## src/rtl/game_frame_ctrl.sv

```systemverilog
`default_nettype none
// ============================================================================
// Module   : game_frame_ctrl
// Purpose  : Game flow controller for a tank-vs-train game. The controller
//            sequences the screens INIT -> PLAY -> TANK_WIN / TRAIN_WIN ->
//            INIT. It tracks the lives of both players and holds the win
//            screen for a fixed number of video frames. Screen selects change
//            only on frame_tick, so a screen never switches in mid-frame.
// Ports    : clk          - system/pixel clock; all state changes on its rising edge
//            reset_n      - asynchronous active-low reset
//            start_btn    - debounced start button level
//            frame_tick   - one-cycle pulse at the start of vertical blanking
//            tank_hit     - one-cycle pulse: a train bullet struck the tank
//            train_hit    - one-cycle pulse: a tank bullet struck the train
//            frame1..4    - one-hot screen select (init/map/tank-win/train-win)
//            tank_lives   - remaining tank lives
//            train_lives  - remaining train lives
//            game_active  - high while the game is in play
//            round_reset  - one-cycle pulse that reloads the start positions
// Revision : 1.0 - initial release
// ============================================================================
module game_frame_ctrl #(
  parameter int LIVES       = 3,    // 1..3
  parameter int HOLD_FRAMES = 300   // 1..65535
) (
  input  logic       clk,
  input  logic       reset_n,
  input  logic       start_btn,
  input  logic       frame_tick,
  input  logic       tank_hit,
  input  logic       train_hit,
  output logic       frame1,
  output logic       frame2,
  output logic       frame3,
  output logic       frame4,
  output logic [1:0] tank_lives,
  output logic [1:0] train_lives,
  output logic       game_active,
  output logic       round_reset
);

  typedef enum logic [1:0] {
    ST_INIT      = 2'd0,
    ST_PLAY      = 2'd1,
    ST_TANK_WIN  = 2'd2,
    ST_TRAIN_WIN = 2'd3
  } state_t;

  localparam logic [1:0]  c_lives_full = 2'(LIVES);
  localparam logic [15:0] c_hold_last  = 16'(HOLD_FRAMES - 1);

  state_t      r_state;
  logic        r_start_q;
  logic [15:0] r_hold_cnt;

  logic       w_start_edge;
  logic       w_tank_out;
  logic       w_train_out;
  logic [1:0] w_tank_next;
  logic [1:0] w_train_next;

  // The delayed copy resets to 1, so a button that is held through reset or
  // through a win hold produces no edge until it is released and pressed again.
  assign w_start_edge = start_btn & ~r_start_q;

  // Decrement with saturation at zero.
  assign w_tank_next  = (tank_hit  && tank_lives  != 2'd0) ? tank_lives  - 2'd1 : tank_lives;
  assign w_train_next = (train_hit && train_lives != 2'd0) ? train_lives - 2'd1 : train_lives;

  // A hit is lethal when it takes the player's lives from 1 to 0.
  assign w_tank_out  = tank_hit  && (tank_lives  == 2'd1);
  assign w_train_out = train_hit && (train_lives == 2'd1);

  always_ff @(posedge clk or negedge reset_n) begin
    if (!reset_n) begin
      r_state     <= ST_INIT;
      r_start_q   <= 1'b1;
      r_hold_cnt  <= 16'd0;
      frame1      <= 1'b1;
      frame2      <= 1'b0;
      frame3      <= 1'b0;
      frame4      <= 1'b0;
      tank_lives  <= c_lives_full;
      train_lives <= c_lives_full;
      game_active <= 1'b0;
      round_reset <= 1'b0;
    end else begin
      r_start_q   <= start_btn;
      round_reset <= 1'b0;

      // The screen select samples the state of the current cycle. A transition
      // that happens on this same edge shows up only at the next frame_tick.
      if (frame_tick) begin
        frame1 <= (r_state == ST_INIT);
        frame2 <= (r_state == ST_PLAY);
        frame3 <= (r_state == ST_TANK_WIN);
        frame4 <= (r_state == ST_TRAIN_WIN);
      end

      case (r_state)
        ST_INIT: begin
          if (w_start_edge) begin
            r_state     <= ST_PLAY;
            tank_lives  <= c_lives_full;
            train_lives <= c_lives_full;
            round_reset <= 1'b1;
            game_active <= 1'b1;
          end
        end

        ST_PLAY: begin
          if (w_tank_out && w_train_out) begin
            // Tie: replay the round with full lives.
            tank_lives  <= c_lives_full;
            train_lives <= c_lives_full;
            round_reset <= 1'b1;
          end else if (w_tank_out) begin
            tank_lives  <= w_tank_next;
            train_lives <= w_train_next;
            r_state     <= ST_TRAIN_WIN;
            r_hold_cnt  <= 16'd0;
            game_active <= 1'b0;
          end else if (w_train_out) begin
            tank_lives  <= w_tank_next;
            train_lives <= w_train_next;
            r_state     <= ST_TANK_WIN;
            r_hold_cnt  <= 16'd0;
            game_active <= 1'b0;
          end else begin
            tank_lives  <= w_tank_next;
            train_lives <= w_train_next;
          end
        end

        ST_TANK_WIN, ST_TRAIN_WIN: begin
          if (frame_tick) begin
            if (r_hold_cnt == c_hold_last) begin
              r_state    <= ST_INIT;
              r_hold_cnt <= 16'd0;
            end else begin
              r_hold_cnt <= r_hold_cnt + 16'd1;
            end
          end
        end

        default: r_state <= ST_INIT;
      endcase
    end
  end

endmodule
`default_nettype wire

```

## config.mk

```make
export PLATFORM = sky130hd
export DESIGN_NAME = game_frame_ctrl
export DESIGN_NICKNAME = d
export VERILOG_FILES = /design/src/rtl/game_frame_ctrl.sv
export SDC_FILE = /design/constraint.sdc
export NUM_CORES = 1
export LEC_CHECK = 0
export BUFFER_PORTS_ARGS = -buffer_cell sky130_fd_sc_hd__buf_2
export CAP_MARGIN = 40
export CORE_MARGIN = 3
export CORE_UTILIZATION = 55
export CTS_CLUSTER_SIZE = 24
export DETAILED_ROUTE_END_ITERATION = 7
export GPL_TIMING_DRIVEN = 1
export PLACE_DENSITY_LB_ADDON = 0.2
export SLEW_MARGIN = 10
export SYNTH_ARGS = -nofsm -noshare
export SYNTH_HDL_FRONTEND = slang
export SYNTH_SLANG_ARGS = --single-unit
```

## constraint.sdc

```tcl
create_clock -name clk -period 3.6 [get_ports clk]
set_input_delay 0 -clock clk [delete_from_list [all_inputs] [get_ports clk]]
set_output_delay 0 -clock clk [all_outputs]
set_load 0.05 [all_outputs]
```

==> metrics.yaml, run 1 <==
whs_ns: 0.0837
pin_count: 16
die_area_um2: 3800
maxCapViolCount: 0
dp.cells: 220
required_ns: 3.82
syn_nets: 192
fin_skew_ns: 0.0105
die_x_um: 61.7
synth_area_leader_cell: "dfrtp_1"
rsz0062_at_grt: "false"
syn2layout_area_growth_pct: 8.96
yosys_most_used_dff: "dfrtp_1"
grt_pass1_vias: 1436
fin_crit_sh_pct: 58.7
setup-violations-final: 0
fmax_ghz: 0.473
overflow: 0
viasPerCell: 6.67
vias: 1540
clock-sinks: 29
powerDensity_nw_per_um2: 713
ys_warn_count: 0
antenna_found_initial: 0
setup_ws_ns: 1.49
rows: 19
seq_power_share_pct: 39.7
p_leak_nw: 0.799
synth_top_area_share_pct: 33.8
path_max_fanout: 13
initial_core_util_pct: 59.7
cts_buffers: 5
htreeDepth: 2
clockBufferDepth: 2
fin_tns_setup_ns: 0
hold_path.class: "primary input to flip-flop"
clk_pin_slew_ns: 0.09
grt_pass1_wl_um: 6330
drt-pass1-iter-count: 4
cp-start-kind: "flip-flop"
cts_root_buf: "clkbuf_4"
final_area_um2: 1860
worst_pin_slew_ns: 0.600
yosys-top-cells-area: "dfrtp_1 34%, dfstp_2 9.3%, a31oi_1 7.7%"
vdd_drop_max_uv: 623
avgSynthCellArea_um2: 9.42
grt.total_usage_pct: 22.9
ant_nets: 0
hold_viol_final: 0
postLayoutCoreUtil_pct: 65.1
synth.distinct_cells: 41
p_comb_share_pct: 46.1
hpwlAfterDp_um: 2670
slew_viol_final: 0
coreArea_um2: 2850
cp-end-kind: "flip-flop"
maxSlewHeadroom_pct: 58.9
grt_max_degree: 30
diodes: 0
cts_setup_buffers: 0
drive_gt1_share_pct: 20.0
drt-initial-drc-count: 107
wirelength_um: 3870
syn_inst: 181
gp_congestion: 0.880
tritoncts: "built"
nFillCells: 245
wl_per_cell_um: 16.7
min_period_ns: 2.11
ys_seq_area_share_pct: 43.0
p_total_mw: 1.32
ys_ff_latch: 29
worst_ep_arrival_time_ns: 2.33
final_cells: 231
synth_edf_count: 0
nNetsFinal: 210
pwr-share-clk_pct: 14.2
internal-power_uw: 681
pre_cts_slack_ns: 1.52
switching_share_pct: 48.6
clock_latency_ns: 0.33
io_buffer_count: 15
dieHeight_um: 61.7
netlist_area_um2: 1700
dpl_cell_area_um2: 1780
path_class: "flip-flop to flip-flop"
p_sw_uw: 643
outcome: "complete, no violations"
async_flop_share_pct: 100
drc: 0
## layer usage
metal / GRT usage [%] / wire length (um)
met5: 0 / 0
met4: 10.9 / 106
met3: 6.08 / 260
met2: 36.9 / 1890
met1: 28.4 / 1610
## power by group through the flow
stage / Sequential [mW] / Combinational [mW] / Clock, mW
2_1_floorplan: 0.648 / 0.343 / 0
3_3_place_gp: 0.518 / 0.583 / 0
3_5_place_dp: 0.527 / 0.601 / 0
4_1_cts: 0.522 / 0.607 / 0.192
5_1_grt: 0.537 / 0.663 / 0.208
6_report: 0.526 / 0.611 / 0.188
## cell usage after synthesis, types with 2 or more instances
cell      instances
nor2b_1           2
inv_1             8
nand4_1           5
nor4b_2           2
nor3_1            7
nor2_1            9
and4_1            2
o21a_1            2
o31ai_1           2
nand2_1          16
a21oi_1           7
a31oi_1          21
a22oi_1           2
o21ai_0          15
nor4b_4           2
dfrtp_1          23
buf_2             4
a41oi_1           2
nand2b_1          6
mux2_2            2
and3_1            4
ha_1              5
dfstp_2           6
nand3_1           9
nor3b_1           2
## area by class of cell
| cell class | instances | area [um^2] | share of cell area [%] |
|---|---|---|---|
| clock buffer | 6 | 41.3 | 2.22 |
| clock inverter | 2 | 10.0 | 0.539 |
| inverter | 8 | 30.0 | 1.62 |
| multi-input combinational | 137 | 898 | 48.4 |
| sequential | 29 | 733 | 39.5 |
| tap | 31 | 38.8 | 2.09 |
| timing repair buffer | 18 | 105 | 5.66 |
## critical path, cell delays in order, from the launching register on
cell	delay (ns)
dfrtp_1	0.41
ha_1	0.26
nor4b_4	0.27
a41oi_2	0.37
a211oi_2	0.34
mux2_1	0.35
## state kept, by name, summed over array words and instances, names as in the netlist
| name | count |
|---|---|
| tank_lives | 2 |
| frame3 | 1 |
| r_state | 2 |
| game_active | 1 |
| frame1 | 1 |
| r_start_q | 1 |
| frame2 | 1 |
| round_reset | 1 |
| train_lives | 2 |
| r_hold_cnt | 16 |
| frame4 | 1 |
## what timing repair did
action | 4_1_cts | 5_1_grt
endpoints found under the hold margin | 25 | 0
hold buffers | 3 | 0
gates resized for setup | 0 | 0
## cells by family (layout without fill, tap and decap cells)
family,after synthesis,in the layout,synth area share [%]
muxes,4,4,2.57
AOI/OAI and AO/OA,57,57,21.7
and+or+nand+nor,71,71,24.8
DFF,29,29,43.0
adders and majority gates,5,5,3.67
buffers and inverters,15,34,4.26
## final timing paths
kind	to	slack [ns]	start	depth (start not counted)
setup reg to reg	r_state[0]$_DFFE_PN0P_	1.49	r_hold_cnt[0]$_DFFE_PN0P_	5
max in group asynchronous	r_hold_cnt[14]$_DFFE_PN0P_	2.97	reset_n	2
hold / removal	train_lives[0]$_DFFE_PN1P_	0.08	train_hit	4
min in group asynchronous	r_hold_cnt[8]$_DFFE_PN0P_	0.22	reset_n	2
hold reg to reg	frame4$_DFFE_PN0P_	0.52	frame4$_DFFE_PN0P_	2
setup / recovery	r_state[0]$_DFFE_PN0P_	1.49	r_hold_cnt[0]$_DFFE_PN0P_	5
## layout by cell type, fill, tap and decap left out, types with 2 or more instances in the layout
master | Yosys | final
a21oi_1 | 7 | 7
a22oi_1 | 2 | 2
a31oi_1 | 21 | 21
a41oi_1 | 2 | 2
and3_1 | 4 | 4
and4_1 | 2 | 2
buf_2 | 4 | 15
clkbuf_4 | 0 | 5
clkinv_2 | 0 | 2
dfrtp_1 | 23 | 23
dfstp_2 | 6 | 6
dlygate4sd3_1 | 0 | 3
ha_1 | 5 | 5
inv_1 | 8 | 8
mux2_2 | 2 | 2
nand2_1 | 16 | 16
nand2b_1 | 6 | 6
nand3_1 | 9 | 9
nand4_1 | 5 | 5
nor2_1 | 9 | 9
nor2b_1 | 2 | 2
nor3_1 | 7 | 7
nor3b_1 | 2 | 2
nor4b_2 | 2 | 2
nor4b_4 | 2 | 2
o21a_1 | 2 | 2
o21ai_0 | 15 | 15
o31ai_1 | 2 | 2
Note: power is estimated with default switching activity, not from simulation.
==> run 2, diff against run 1 <==
==> constraint.sdc (replaced) <==
create_clock -name clk -period 2 [get_ports clk]
set_input_delay 0 -clock clk [delete_from_list [all_inputs] [get_ports clk]]
set_output_delay 0 -clock clk [all_outputs]
set_load 0.05 [all_outputs]
==> run 2 against run 1 <==
  * Cell count grew 3.0%
  * First-iteration DRC count increased by 22%
  * Largest power group unchanged
  * Non-clock buffer count increased by 7
==> metrics.yaml, run 2 (same netlist as run 1, synthesis figures left out) <==
path_class: "flip-flop to flip-flop"
largest_reg_flops: 16
p_total_mw: 2.60
wirelength_um: 3850
syn2layout_area_growth_pct: 15.1
top_register: "r_hold_cnt"
grt_max_degree: 30
worst_ep_arrival_time_ns: 2.12
fin_skew_ns: 0.00925
tritoncts: "built"
nNetsFinal: 217
htreeDepth: 2
ant_nets: 0
pwr-share-clk_pct: 18.7
r2r-end: "r_state[0]$_DFFE_PN0P_"
rsz0062_at_grt: "false"
antenna_found_initial: 0
pin_count: 16
fmax_ghz: 0.526
gp_congestion: 0.867
final_cell_mix: "23 x dfrtp_1, 21 x a31oi_1, 16 x nand2_1"
path_max_fanout: 8
setup_ws_ns: 0.0977
p_comb_share_pct: 44.9
overflow: 0
io_buffer_count: 15
diodes: 0
coreArea_um2: 2850
crit_end: "r_state[0]$_DFFE_PN0P_"
powerDensity_nw_per_um2: 1330
grt_pass1_wl_um: 6470
worst_pin_slew_ns: 0.638
r2r-start: "train_lives[1]$_DFFE_PN1P_"
min_period_ns: 1.90
r2r_cells: 6
dp.cells: 226
initial_core_util_pct: 59.7
drt-pass1-iter-count: 4
drt-initial-drc-count: 131
drc: 0
cts_buffers: 5
clockBufferDepth: 2
whs_ns: 0.0779
cp-start-kind: "flip-flop"
cts_root_buf: "clkbuf_4"
cp-end-kind: "flip-flop"
final_cells: 238
internal-power_mw: 1.41
grt_pass1_vias: 1454
required_ns: 2.22
slew_viol_final: 0
vias: 1532
clock-sinks: 29
switching_share_pct: 45.6
die_x_um: 61.7
p_sw_mw: 1.19
outcome: "complete, no violations"
drive_gt1_share_pct: 26.1
wl_per_cell_um: 16.2
hold_path.class: "primary input to flip-flop"
fin_crit_sh_pct: 95.1
rows: 19
die_area_um2: 3800
startpoint: "train_lives[1]$_DFFE_PN1P_"
layout_commonest_cell: "dfrtp_1"
pre_cts_slack_ns: 0.0635
maxCapViolCount: 0
nFillCells: 213
seq_power_share_pct: 36.4
viasPerCell: 6.44
clock_latency_ns: 0.33
clk_pin_slew_ns: 0.10
vdd_drop_max_uv: 1080
r2r_slack_ns: 0.1
maxSlewHeadroom_pct: 57.5
dpl_cell_area_um2: 1840
p_leak_nw: 0.832
hpwlAfterDp_um: 2770
grt.total_usage_pct: 23.2
dieHeight_um: 61.7
hold_viol_final: 0
final_area_um2: 1960
setup-violations-final: 0
run 2: changes by cell type in the layout (fill, tap and decap cells not counted), sizes merged:
cell / before / now
buf: 15 / 22
bufinv: 0 / 1
clkbuf: 6 / 5
clkinv: 2 / 1
clkinvlp: 0 / 1
run 2: layout make-up:
| cell class | instances | area [um^2] | share of cell area, % |
|---|---|---|---|
| Inverter | 8 | 30.0 | 1.53 |
| Timing Repair Buffer | 25 | 158 | 8.04 |
| Tap cell | 31 | 38.8 | 1.98 |
| Multi-Input combinational cell | 137 | 917 | 46.8 |
| Clock buffer | 5 | 37.5 | 1.91 |
| Sequential cell | 29 | 733 | 37.4 |
| Clock inverter | 3 | 46.3 | 2.36 |
run 2: critical path, stage by stage (launching register included):
cell and delay, ns:
dfstp_2 0.55, inv_2 0.05, ha_2 0.17, and4_1 0.18, o21a_2 0.25, a211oi_2 0.22, mux2_1 0.36
run 2: how the worst min path moves through the flow:
stage | startpoint | end | slack [ns] | depth (start not counted)
global route | train_hit | train_lives[1]$_DFFE_PN1P_ | 0.11 | 4
finish | train_hit | train_lives[1]$_DFFE_PN1P_ | 0.08 | 4
CTS | train_hit | train_lives[1]$_DFFE_PN1P_ | 0.04 | 4
detailed placement | reset_n | r_hold_cnt[5]$_DFFE_PN0P_ | 0.06 | 1
global placement | reset_n | r_hold_cnt[5]$_DFFE_PN0P_ | 0.05 | 1
floorplan | reset_n | frame2$_DFFE_PN0P_ | -0.30 | 0
run 2: power groups by stage:
stage	clock network (mW)	registers [mW]	logic, mW
global route	0.531	0.975	1.29
CTS	0.507	0.941	1.17
detailed placement	0	0.951	1.16
finish	0.487	0.945	1.17
floorplan	0	1.18	0.626
global placement	0	0.941	1.12
run 2: metal layers:
layer  up-vias  track usage, %  part of all wire, %  wire length, um
met4         0            11.8                  2.1               80
met1       737            28.4                   43             1650
met5         -               0                    0                0
li1        733               -                    -                -
met3         7            6.71                  5.2              200
met2        55            36.9                   50             1920
run 2: what timing repair did:
item	in CTS	in global routing
hold endpoints to repair	25	0
buffers inserted	0	1
hold buffers	3	0
endpoints found under the setup margin	0	3
gates resized for setup	0	1
run 2: through the flow:
stage          TNS, ns  util, %
2_1_floorplan  -0.0195        -
3_3_place_gp         0     64.4
3_5_place_dp         0     64.4
4_1_cts              0     68.4
5_1_grt              0     68.7
6_report             0     68.7
==> run 3, diff against run 2 <==
--- a/config.mk
+++ b/config.mk
@@ -13,6 +13,7 @@
 export DETAILED_ROUTE_END_ITERATION = 7
 export GPL_TIMING_DRIVEN = 1
 export PLACE_DENSITY_LB_ADDON = 0.2
+export SETUP_SLACK_MARGIN = 0.1
 export SLEW_MARGIN = 10
 export SYNTH_ARGS = -nofsm -noshare
 export SYNTH_HDL_FRONTEND = slang
==> constraint.sdc (replaced) <==
create_clock -name clk -period 2 [get_ports clk]
set_input_delay 0 -clock clk [delete_from_list [all_inputs] [get_ports clk]]
set_output_delay 0 -clock clk [all_outputs]
set_load 0.005 [all_outputs]
==> run 3 against run 2 <==
  * Power fell by 3.6%
  * First-iteration DRC count fell by 8.4%
  * Routed wire length rose by 7.2%
  * Global-route usage rose by 0.13 points
  * Sequential power fell by 0.8%
  * Non-clock buffer count rose by 5
  * Clock power rose by 3%
  * Critical path type unchanged
  * Critical endpoint is now r_hold_cnt[7]$_DFFE_PN0P_
  * Largest cell class unchanged
==> metrics.yaml, run 3 (same netlist as run 1, synthesis figures left out) <==
outcome: "complete, no violations"
clk_pin_slew_ns: 0.10
io_buffer_count: 15
gp_congestion: 0.828
cpPeakStageDelay_ns: 0.55
clock-sinks: 29
drt-initial-drc-count: 120
initial_core_util_pct: 59.7
worst_ep_arrival_time_ns: 2.06
hpwlAfterDp_um: 2730
overflow: 0
syn2layout_area_growth_pct: 19.6
drt-pass1-iter-count: 4
ant_nets: 0
powerDensity_nw_per_um2: 1230
final_area_um2: 2040
fin_tns_setup_ns: 0
crit_chain: "inv_1 > ha_2 > and4_4 > o21a_4 > buf_12 > nor2_4 > buf_6 > a31oi_1"
cts_buffers: 5
htreeDepth: 2
crit_buf_inv: 3
clockBufferDepth: 2
coreArea_um2: 2850
wirelength_um: 4120
path_class: "flip-flop to flip-flop"
clock_latency_ns: 0.34
pre_cts_slack_ns: -0.00822
fin_skew_ns: 0.00702
hold_viol_final: 0
dp.cells: 225
maxCapViolCount: 0
drc: 0
grt_max_degree: 30
layout_commonest_cell: "dfrtp_1"
diodes: 0
final_cells: 243
rows: 19
final_cell_mix: "23 x dfrtp_1, 21 x a31oi_1, 16 x nand2_1"
nNetsFinal: 222
required_ns: 2.21
wl_per_cell_um: 17.0
vias: 1544
die_x_um: 61.7
cp_top_family: "flip-flops"
slew_viol_final: 0
grt.total_usage_pct: 23.3
whs_ns: 0.0602
antenna_found_initial: 0
dpl_cell_area_um2: 1810
min_period_ns: 1.85
postLayoutCoreUtil_pct: 71.4
p_leak_nw: 0.872
cp-start-kind: "flip-flop"
cts_root_buf: "clkbuf_4"
pin_count: 16
setup_ws_ns: 0.147
worst_pin_slew_ns: 0.654
grt_pass1_wl_um: 6440
fmax_ghz: 0.540
path_max_fanout: 7
drive_gt1_share_pct: 28.3
setup-violations-final: 0
fin_crit_sh_pct: 92.6
slowest_stage: "dfstp_2"
die_area_um2: 3800
tritoncts: "built"
rsz0062_at_grt: "false"
largest_reg_flops: 16
dieHeight_um: 61.7
hold_path.class: "primary input to flip-flop"
maxSlewHeadroom_pct: 56.4
vdd_drop_max_uv: 689
p_total_mw: 2.51
top_register: "r_hold_cnt"
cp-end-kind: "flip-flop"
grt_pass1_vias: 1455
viasPerCell: 6.35
-- run 3: changes by cell type in the layout (fill, tap and decap cells not counted), sizes merged --
cell	delta
buf	+5
-- run 3: final timing paths --
kind / depth (start not counted) / to / startpoint / slack [ns]
setup / recovery: 8 / r_hold_cnt[7]$_DFFE_PN0P_ / train_lives[1]$_DFFE_PN1P_ / 0.15
min in group asynchronous: 2 / r_hold_cnt[6]$_DFFE_PN0P_ / reset_n / 0.21
hold / removal: 4 / train_lives[1]$_DFFE_PN1P_ / train_hit / 0.06
max in group asynchronous: 2 / r_hold_cnt[2]$_DFFE_PN0P_ / reset_n / 1.37
hold reg to reg: 1 / frame2$_DFFE_PN0P_ / frame2$_DFFE_PN0P_ / 0.54
setup reg to reg: 8 / r_hold_cnt[7]$_DFFE_PN0P_ / train_lives[1]$_DFFE_PN1P_ / 0.15
-- run 3: area by class of cell --
| cell class | count | area [um^2] |
|---|---|---|
| Multi-Input combinational cell | 137 | 937 |
| Tap cell | 31 | 38.8 |
| Inverter | 8 | 30.0 |
| Clock inverter | 3 | 46.3 |
| Timing Repair Buffer | 30 | 215 |
| Clock buffer | 5 | 37.5 |
| Fill cell | 217 | 815 |
| Sequential cell | 29 | 733 |
-- run 3: report_power, final --
part | leakage, nW | total [mW] | internal (mW) | switching (mW)
sequential | 0.368 | 0.937 | 0.760 | 0.177
clock | 0.0414 | 0.500 | 0.264 | 0.236
combinational | 0.463 | 1.07 | 0.498 | 0.570
total | 0.872 | 2.51 | 1.52 | 0.983
-- run 3: per-layer routing --
metal	wire [um]	vias up	global-route usage (%)
met2	2110	45	39.5
met5	0	-	0
met4	138	0	11.2
met1	1700	747	26.8
met3	175	15	6.71
li1	-	737	-
-- run 3: worst reg2reg max path: stages, from the launching register on --
cell and delay (ns):
dfstp_2 0.55, inv_1 0.07, ha_2 0.20, and4_4 0.18, o21a_4 0.21, buf_12 0.13, nor2_4 0.15, buf_6 0.15
a31oi_1 0.09
-- run 3: what timing repair did --
action	in CTS	in global routing
gates resized for setup	4	11
hold buffers	3	0
pin swaps	3	3
cloned	0	1
endpoints found under the hold margin	25	0
setup buffers	2	4
setup endpoints to repair	1	14
